<file path="config.mk">
export PLATFORM = sky130hd
export DESIGN_NAME = pc_fetch_unit_flat
export DESIGN_NICKNAME = d
export VERILOG_FILES = /design/src/rtl/pc_fetch_unit_pkg.sv /design/src/rtl/pc_fetch_unit_if.sv /design/src/rtl/pc_fetch_unit_branch_cond.sv /design/src/rtl/pc_fetch_unit.sv /design/src/flat_wrapper.sv
export SDC_FILE = /design/constraint.sdc
export NUM_CORES = 1
export LEC_CHECK = 0
export BUFFER_PORTS_ARGS = -buffer_cell sky130_fd_sc_hd__buf_2
export CAP_MARGIN = 20
export CORE_UTILIZATION = 44
export CTS_BUF_LIST = sky130_fd_sc_hd__clkbuf_4 sky130_fd_sc_hd__clkbuf_8 sky130_fd_sc_hd__clkbuf_16
export DETAILED_ROUTE_END_ITERATION = 8
export PLACE_DENSITY = 0.69
export SYNTH_ARGS = -nofsm -noshare
export SYNTH_HDL_FRONTEND = slang
export SYNTH_SLANG_ARGS = --single-unit
</file>
<file path="constraint.sdc">
create_clock -name clk -period 6.4 [get_ports clk]
set_input_delay 1.28 -clock clk [delete_from_list [all_inputs] [get_ports clk]]
set_output_delay 1.28 -clock clk [all_outputs]
set_load 0.05 [all_outputs]
</file>
<file path="src/rtl/pc_fetch_unit_pkg.sv">
// Shared CPU definitions: opcodes, condition codes, fetch states, flag layout.
package cpu_pkg;

    localparam int unsigned XLEN   = 16;
    localparam int unsigned OPC_W  = 4;
    localparam int unsigned CC_W   = 3;
    localparam int unsigned FLAG_W = 3;
    localparam int unsigned IMM9_W = 9;

    localparam logic [OPC_W-1:0] OP_ADD    = 4'h0;
    localparam logic [OPC_W-1:0] OP_SUB    = 4'h1;
    localparam logic [OPC_W-1:0] OP_XOR    = 4'h2;
    localparam logic [OPC_W-1:0] OP_PADDSB = 4'h3;
    localparam logic [OPC_W-1:0] OP_SLL    = 4'h4;
    localparam logic [OPC_W-1:0] OP_SRA    = 4'h5;
    localparam logic [OPC_W-1:0] OP_ROR    = 4'h6;
    localparam logic [OPC_W-1:0] OP_RED    = 4'h7;
    localparam logic [OPC_W-1:0] OP_LW     = 4'h8;
    localparam logic [OPC_W-1:0] OP_SW     = 4'h9;
    localparam logic [OPC_W-1:0] OP_LHB    = 4'hA;
    localparam logic [OPC_W-1:0] OP_LLB    = 4'hB;
    localparam logic [OPC_W-1:0] OP_B      = 4'hC;
    localparam logic [OPC_W-1:0] OP_BR     = 4'hD;
    localparam logic [OPC_W-1:0] OP_PCS    = 4'hE;
    localparam logic [OPC_W-1:0] OP_HLT    = 4'hF;

    localparam logic [CC_W-1:0] CC_NE   = 3'b000;
    localparam logic [CC_W-1:0] CC_EQ   = 3'b001;
    localparam logic [CC_W-1:0] CC_GT   = 3'b010;
    localparam logic [CC_W-1:0] CC_LT   = 3'b011;
    localparam logic [CC_W-1:0] CC_GTE  = 3'b100;
    localparam logic [CC_W-1:0] CC_LTE  = 3'b101;
    localparam logic [CC_W-1:0] CC_OVFL = 3'b110;
    localparam logic [CC_W-1:0] CC_UNC  = 3'b111;

    localparam int unsigned FLAG_N = 2;
    localparam int unsigned FLAG_Z = 1;
    localparam int unsigned FLAG_V = 0;

    typedef enum logic [1:0] {
        S_FETCH = 2'd0,
        S_EXEC  = 2'd1,
        S_HALT  = 2'd2
    } fetch_state_e;

    // Flag register layout, MSB first: {N, Z, V}
    typedef struct packed {
        logic n;
        logic z;
        logic v;
    } flags_t;

    // Sign-extended 9-bit word offset, scaled to bytes
    function automatic logic [XLEN-1:0] branch_disp(input logic [IMM9_W-1:0] imm);
        return {{(XLEN-IMM9_W-1){imm[IMM9_W-1]}}, imm, 1'b0};
    endfunction

    function automatic logic writes_nzv(input logic [OPC_W-1:0] op);
        return (op == OP_ADD) || (op == OP_SUB);
    endfunction

    function automatic logic writes_z_only(input logic [OPC_W-1:0] op);
        return (op == OP_XOR) || (op == OP_SLL) || (op == OP_SRA) || (op == OP_ROR);
    endfunction

endpackage

</file>
<file path="src/rtl/pc_fetch_unit_if.sv">
// Instruction-memory request/acknowledge handshake.
interface imem_if
    import cpu_pkg::*;
();
    logic            imem_req;
    logic [XLEN-1:0] imem_addr;
    logic [XLEN-1:0] imem_rdata;
    logic            imem_ack;

    modport master (
        output imem_req,
        output imem_addr,
        input  imem_rdata,
        input  imem_ack
    );

    modport slave (
        input  imem_req,
        input  imem_addr,
        output imem_rdata,
        output imem_ack
    );
endinterface

</file>
<file path="src/rtl/pc_fetch_unit_branch_cond.sv">
// Evaluates a 3-bit branch condition against the {N,Z,V} flag register.
module branch_cond
    import cpu_pkg::*;
(
    input  logic [CC_W-1:0]   ccc,
    input  logic [FLAG_W-1:0] flags,
    output logic              taken
);

    // Condition decode
    always_comb begin
        taken = 1'b0;
        case (ccc)
            CC_NE:   taken = !flags[FLAG_Z];
            CC_EQ:   taken =  flags[FLAG_Z];
            CC_GT:   taken = !flags[FLAG_Z] && !flags[FLAG_N];
            CC_LT:   taken =  flags[FLAG_N];
            CC_GTE:  taken =  flags[FLAG_Z] || !flags[FLAG_N];
            CC_LTE:  taken =  flags[FLAG_N] ||  flags[FLAG_Z];
            CC_OVFL: taken =  flags[FLAG_V];
            CC_UNC:  taken = 1'b1;
            default: taken = 1'b0;
        endcase
    end

endmodule

</file>
<file path="src/rtl/pc_fetch_unit.sv">
// PC holder and instruction fetcher: fetches over imem, presents the instruction
// until retirement, owns the flag register and resolves next-PC selection.
module pc_fetch_unit
    import cpu_pkg::*;
#(
    parameter logic [15:0] RESET_PC = 16'h0000
) (
    input  logic              clk,
    input  logic              rst_n,
    imem_if.master            imem,
    output logic [XLEN-1:0]   instr,
    output logic              instr_valid,
    output logic [XLEN-1:0]   pc,
    output logic [XLEN-1:0]   pc_plus2,
    input  logic              exec_stall,
    input  logic [XLEN-1:0]   rs_data,
    input  logic              alu_n,
    input  logic              alu_z,
    input  logic              alu_v,
    output logic [FLAG_W-1:0] flags,
    output logic              halted
);

    fetch_state_e    state_q, state_d;
    logic [XLEN-1:0] pc_q, pc_d;
    logic [XLEN-1:0] pc_plus2_q, pc_plus2_d;
    logic [XLEN-1:0] instr_q, instr_d;
    flags_t          flags_q, flags_d;
    logic            req_q, req_d;
    logic            valid_q, valid_d;
    logic            halted_q, halted_d;

    logic [OPC_W-1:0] opcode;
    logic             cond_taken;
    logic [XLEN-1:0]  pc_seq;
    logic [XLEN-1:0]  pc_next;
    flags_t           flags_next;

    assign opcode = instr_q[15:12];

    branch_cond u_branch_cond (
        .ccc   (instr_q[11:9]),
        .flags (flags_q),
        .taken (cond_taken)
    );

    // Next-PC selection for the instruction in EXEC
    always_comb begin
        pc_seq  = pc_q + 16'd2;
        pc_next = pc_seq;
        case (opcode)
            OP_B:    if (cond_taken) pc_next = pc_seq + branch_disp(instr_q[8:0]);
            OP_BR:   if (cond_taken) pc_next = rs_data & 16'hFFFE;
            OP_HLT:  pc_next = pc_q;
            default: pc_next = pc_seq;
        endcase
    end

    // Flag update value applied at the retire edge
    always_comb begin
        flags_next = flags_q;
        if (writes_nzv(opcode)) begin
            flags_next = '{n: alu_n, z: alu_z, v: alu_v};
        end else if (writes_z_only(opcode)) begin
            flags_next.z = alu_z;
        end
    end

    // Fetch/execute/halt sequencing and next-state for all registers
    always_comb begin
        state_d  = state_q;
        pc_d     = pc_q;
        instr_d  = instr_q;
        flags_d  = flags_q;
        req_d    = req_q;
        valid_d  = valid_q;
        halted_d = halted_q;

        unique case (state_q)
            S_FETCH: begin
                req_d = 1'b1;
                if (req_q && imem.imem_ack) begin
                    instr_d = imem.imem_rdata;
                    state_d = S_EXEC;
                    req_d   = 1'b0;
                    valid_d = 1'b1;
                end
            end
            S_EXEC: begin
                if (!exec_stall) begin
                    flags_d = flags_next;
                    valid_d = 1'b0;
                    if (opcode == OP_HLT) begin
                        state_d  = S_HALT;
                        halted_d = 1'b1;
                        req_d    = 1'b0;
                    end else begin
                        pc_d    = pc_next;
                        state_d = S_FETCH;
                        req_d   = 1'b1;
                    end
                end
            end
            S_HALT: begin
                req_d    = 1'b0;
                valid_d  = 1'b0;
                halted_d = 1'b1;
            end
            default: begin
                state_d = S_FETCH;
            end
        endcase

        pc_plus2_d = pc_d + 16'd2;
    end

    // State and output registers
    always_ff @(posedge clk or negedge rst_n) begin
        if (!rst_n) begin
            state_q    <= S_FETCH;
            pc_q       <= RESET_PC;
            pc_plus2_q <= RESET_PC + 16'd2;
            instr_q    <= '0;
            flags_q    <= '0;
            req_q      <= 1'b0;
            valid_q    <= 1'b0;
            halted_q   <= 1'b0;
        end else begin
            state_q    <= state_d;
            pc_q       <= pc_d;
            pc_plus2_q <= pc_plus2_d;
            instr_q    <= instr_d;
            flags_q    <= flags_d;
            req_q      <= req_d;
            valid_q    <= valid_d;
            halted_q   <= halted_d;
        end
    end

    assign imem.imem_req  = req_q;
    assign imem.imem_addr = pc_q;
    assign instr          = instr_q;
    assign instr_valid    = valid_q;
    assign pc             = pc_q;
    assign pc_plus2       = pc_plus2_q;
    assign flags          = flags_q;
    assign halted         = halted_q;

endmodule

</file>
<file path="src/flat_wrapper.sv">
// flat-port wrapper written by rule: the top's interface ports become plain ports
module pc_fetch_unit_flat import cpu_pkg::*;
#(
    parameter logic [15:0] RESET_PC = 16'h0000
)
  (clk, rst_n, instr, instr_valid, pc, pc_plus2, exec_stall, rs_data, alu_n, alu_z, alu_v, flags, halted, imem_imem_req, imem_imem_addr, imem_imem_rdata, imem_imem_ack);
  imem_if imem_i ();
  input  logic clk;
  input  logic rst_n;
  output logic [XLEN-1:0] instr;
  output logic instr_valid;
  output logic [XLEN-1:0] pc;
  output logic [XLEN-1:0] pc_plus2;
  input  logic exec_stall;
  input  logic [XLEN-1:0] rs_data;
  input  logic alu_n;
  input  logic alu_z;
  input  logic alu_v;
  output logic [FLAG_W-1:0] flags;
  output logic halted;
  output wire logic [$bits(imem_i.imem_req)-1:0] imem_imem_req;
  output wire logic [$bits(imem_i.imem_addr)-1:0] imem_imem_addr;
  input wire logic [$bits(imem_i.imem_rdata)-1:0] imem_imem_rdata;
  input wire logic [$bits(imem_i.imem_ack)-1:0] imem_imem_ack;
  assign imem_imem_req = imem_i.imem_req;
  assign imem_imem_addr = imem_i.imem_addr;
  assign imem_i.imem_rdata = imem_imem_rdata;
  assign imem_i.imem_ack = imem_imem_ack;
  pc_fetch_unit #(.RESET_PC(RESET_PC)) u_core (.clk(clk), .rst_n(rst_n), .imem(imem_i), .instr(instr), .instr_valid(instr_valid), .pc(pc), .pc_plus2(pc_plus2), .exec_stall(exec_stall), .rs_data(rs_data), .alu_n(alu_n), .alu_z(alu_z), .alu_v(alu_v), .flags(flags), .halted(halted));
endmodule
</file>
==> out/results.ini <==
[synthesis]
syn_nets=466
avgSynthCellArea_um2=9.71
synth_top_family_by_area=compound AO/OA/AOI/OAI gates
synth_edf_count=0
async_flop_share_pct=100
synth_xor_area_share_pct=6.94
synthCells=403
yosys_warnings=0
yosys.area_share.simple_pct=17.4
synth.area.mux_share_pct=6.81
synthAdderAreaFrac_pct=7.87
synth_ff_type=dfrtp_1
ys_ff_latch=55
yosysSeqAreaShare_pct=35.2
synth-compound-area-share_pct=19.2
synth_cell_types=72
synth_area_um2=3910

[clock_tree]
cts_root_buffer=clkbuf_8
numCtsBuffers=5
cts_sinks=55
cts_resized=0
cts_max_path_buffers=2
clk_latency_ps=310
cts_tree=done
path_clk_slew_ps=100
ctsHoldBuffers=0
cts_setup_buffers=0
htree_levels=2

[sta]
tns_ps=0
rsz0062_at_grt=false
hold_ws_ps=511
setup_viol=0
worst_pin_slew_ps=824
min_period_ps=4030
post-route-period-util_pct=62.9
slew_headroom_pct=45.1
skew_ps=11.4
max_clock_freq_mhz=248
hold_viol_final=0
slew_violations=0

[floorplan]
die_h_um=96.3
ios=109
die_w_um=96.3
fp-row-count=34
start_util_pct=45.1
dieArea_um2=9270
core_um2=8680

[drt]
drt_iter0_markers=125
viasPerCell=5.57
postRouteAntennaNets=0
totalWireLength_mm=9.40
drtPass1Iterations=6
vias=3360
wl_per_cell_um=15.6
drc_errors=0

[cells_and_area]
antenna_cells=0
mostFrequentLayoutCell=buf_2
fin_util_pct=52.2
multi_input_area_um2=2280
num-fill-cells=840
drive_gt1_share_pct=34.1
final_cell_mix=buf_2 (107), dfrtp_1 (54), nand2_1 (35)
syn_to_final_growth_pct=15.8
fin_nets=557
final-seq-area_um2=1380
instances_no_fill=603

[setup_path]
crit_fanout=7
cp-end-kind=flop
cp.required_ps=6650
rr_startpoint=u_core.imem.imem_addr[2]
worst_ep_arrival_time_ps=4270
cp-start-kind=flop
r2r_slack_ps=2370
reg2reg_to=u_core.pc_plus2[15]
crit_type=reg2reg
worst_r2r_path_depth=14

[global_route]
grt_max_degree=56
grt_use_total_pct=20.9
grt_pass1_wl_mm=14.8
overflow=0
antenna_found_initial=0
first_global_vias=3128

[placed_design]
place.gp.congestion=0.874
place_hpwl_mm=7.21
io_buffers=107
dp.cells=595

[run_status]
status=finished clean

[min_path]
min_from=u_core.instr_valid
hold_end=u_core.instr_valid
hp-class=reg2reg
whs_path_depth=2

[job]
cap_violations=0

Yosys cell counts, drive strengths merged, types with 2 or more instances:
cell type	n	area, um^2
a21o	2	16.3
a22o	3	30.0
o31a	5	46.3
and3	3	18.8
o31ai	6	50.1
mux2	21	236
a31oi	3	18.8
mux2i	3	30.0
o211a	2	20.0
nand2	36	138
nor2b	3	18.8
nand3	14	85.1
o21ai	19	95.1
a311oi	3	43.8
o21a	5	37.5
o22ai	2	26.3
nor2	27	109
clkbuf	5	18.8
a2111oi	2	17.5
inv	18	67.6
o211ai	3	22.5
dfrtp	54	1350
xor2	15	131
or3	7	53.8
buf	21	171
nand2b	7	43.8
a211oi	8	70.1
ha	23	288
nor4	2	27.5
o221ai	3	26.3
xnor2	16	140
nor3	13	70.1
a21oi	24	128
nand4	5	46.3
o311a	2	21.3
layer usage:
layer	track usage, %	wire [um]	up-vias
met1	26.5	4100	1596
met3	3.71	593	16
met5	0	0	-
li1	-	-	1630
met4	6.50	214	0
met2	36.2	4500	118
metrics by stage:
step | area, um^2 | setup slack [ps]
2_1_floorplan | 3910 | 2540
3_3_place_gp | 4420 | 2500
3_5_place_dp | 4420 | 2420
4_1_cts | 4530 | 2390
5_1_grt | 4530 | 2050
6_report | 4530 | 2370
cell families after synthesis:
group,Yosys count
multiplexers,24
adder cells (fa/ha/maj),24
AND/OR/NAND/NOR,126
buffers and inverters,44
AO/OA/AOI/OAI,99
flip-flops,55
XOR/XNOR,31
state kept, by name, summed over array words and instances, names as in the netlist:
| name | cells |
|---|---|
| u_core.flags | 3 |
| u_core.halted | 1 |
| u_core.imem.imem_addr | 16 |
| u_core.imem.imem_req | 1 |
| u_core.instr | 16 |
| u_core.instr_valid | 1 |
| u_core.pc_plus2 | 15 |
| u_core.state_q | 2 |
worst max path at each step:
stage / start / to / slack (ps)
global placement: u_core.imem.imem_addr[1] / u_core.pc_plus2[15] / 2500
detailed placement: u_core.imem.imem_addr[1] / u_core.pc_plus2[15] / 2420
global route: u_core.imem.imem_addr[1] / u_core.pc_plus2[15] / 2050
floorplan: u_core.imem.imem_addr[2] / u_core.pc_plus2[15] / 2540
CTS: u_core.imem.imem_addr[1] / u_core.pc_plus2[15] / 2390
finish: u_core.imem.imem_addr[2] / u_core.pc_plus2[15] / 2370
critical path: stages, from the launching register on:
cell      delay [ps]
dfrtp_1          470
ha_1             260
nand3_1          230
nor2_1           310
xor2_1           220
ha_1             310
a221o_1          340
and3_1           180
o21ai_0          140
a21oi_1          130
o31a_1           330
a211oi_2         430
nand4_4          180
nor4_4           260
xor2_1           170
layout make-up:
class                   instances  area share [%]
clock buffers                   7            1.85
repair buffers                110            12.3
flip-flops and latches         55            30.4
multi-input cells             304            50.3
well taps                     108            2.98
clock inverters                 1           0.663
inverters                      18            1.49
Power is left out: the tool's default activity adds up to more than one toggle a clock period on the data nets, which glitch-free logic cannot reach.
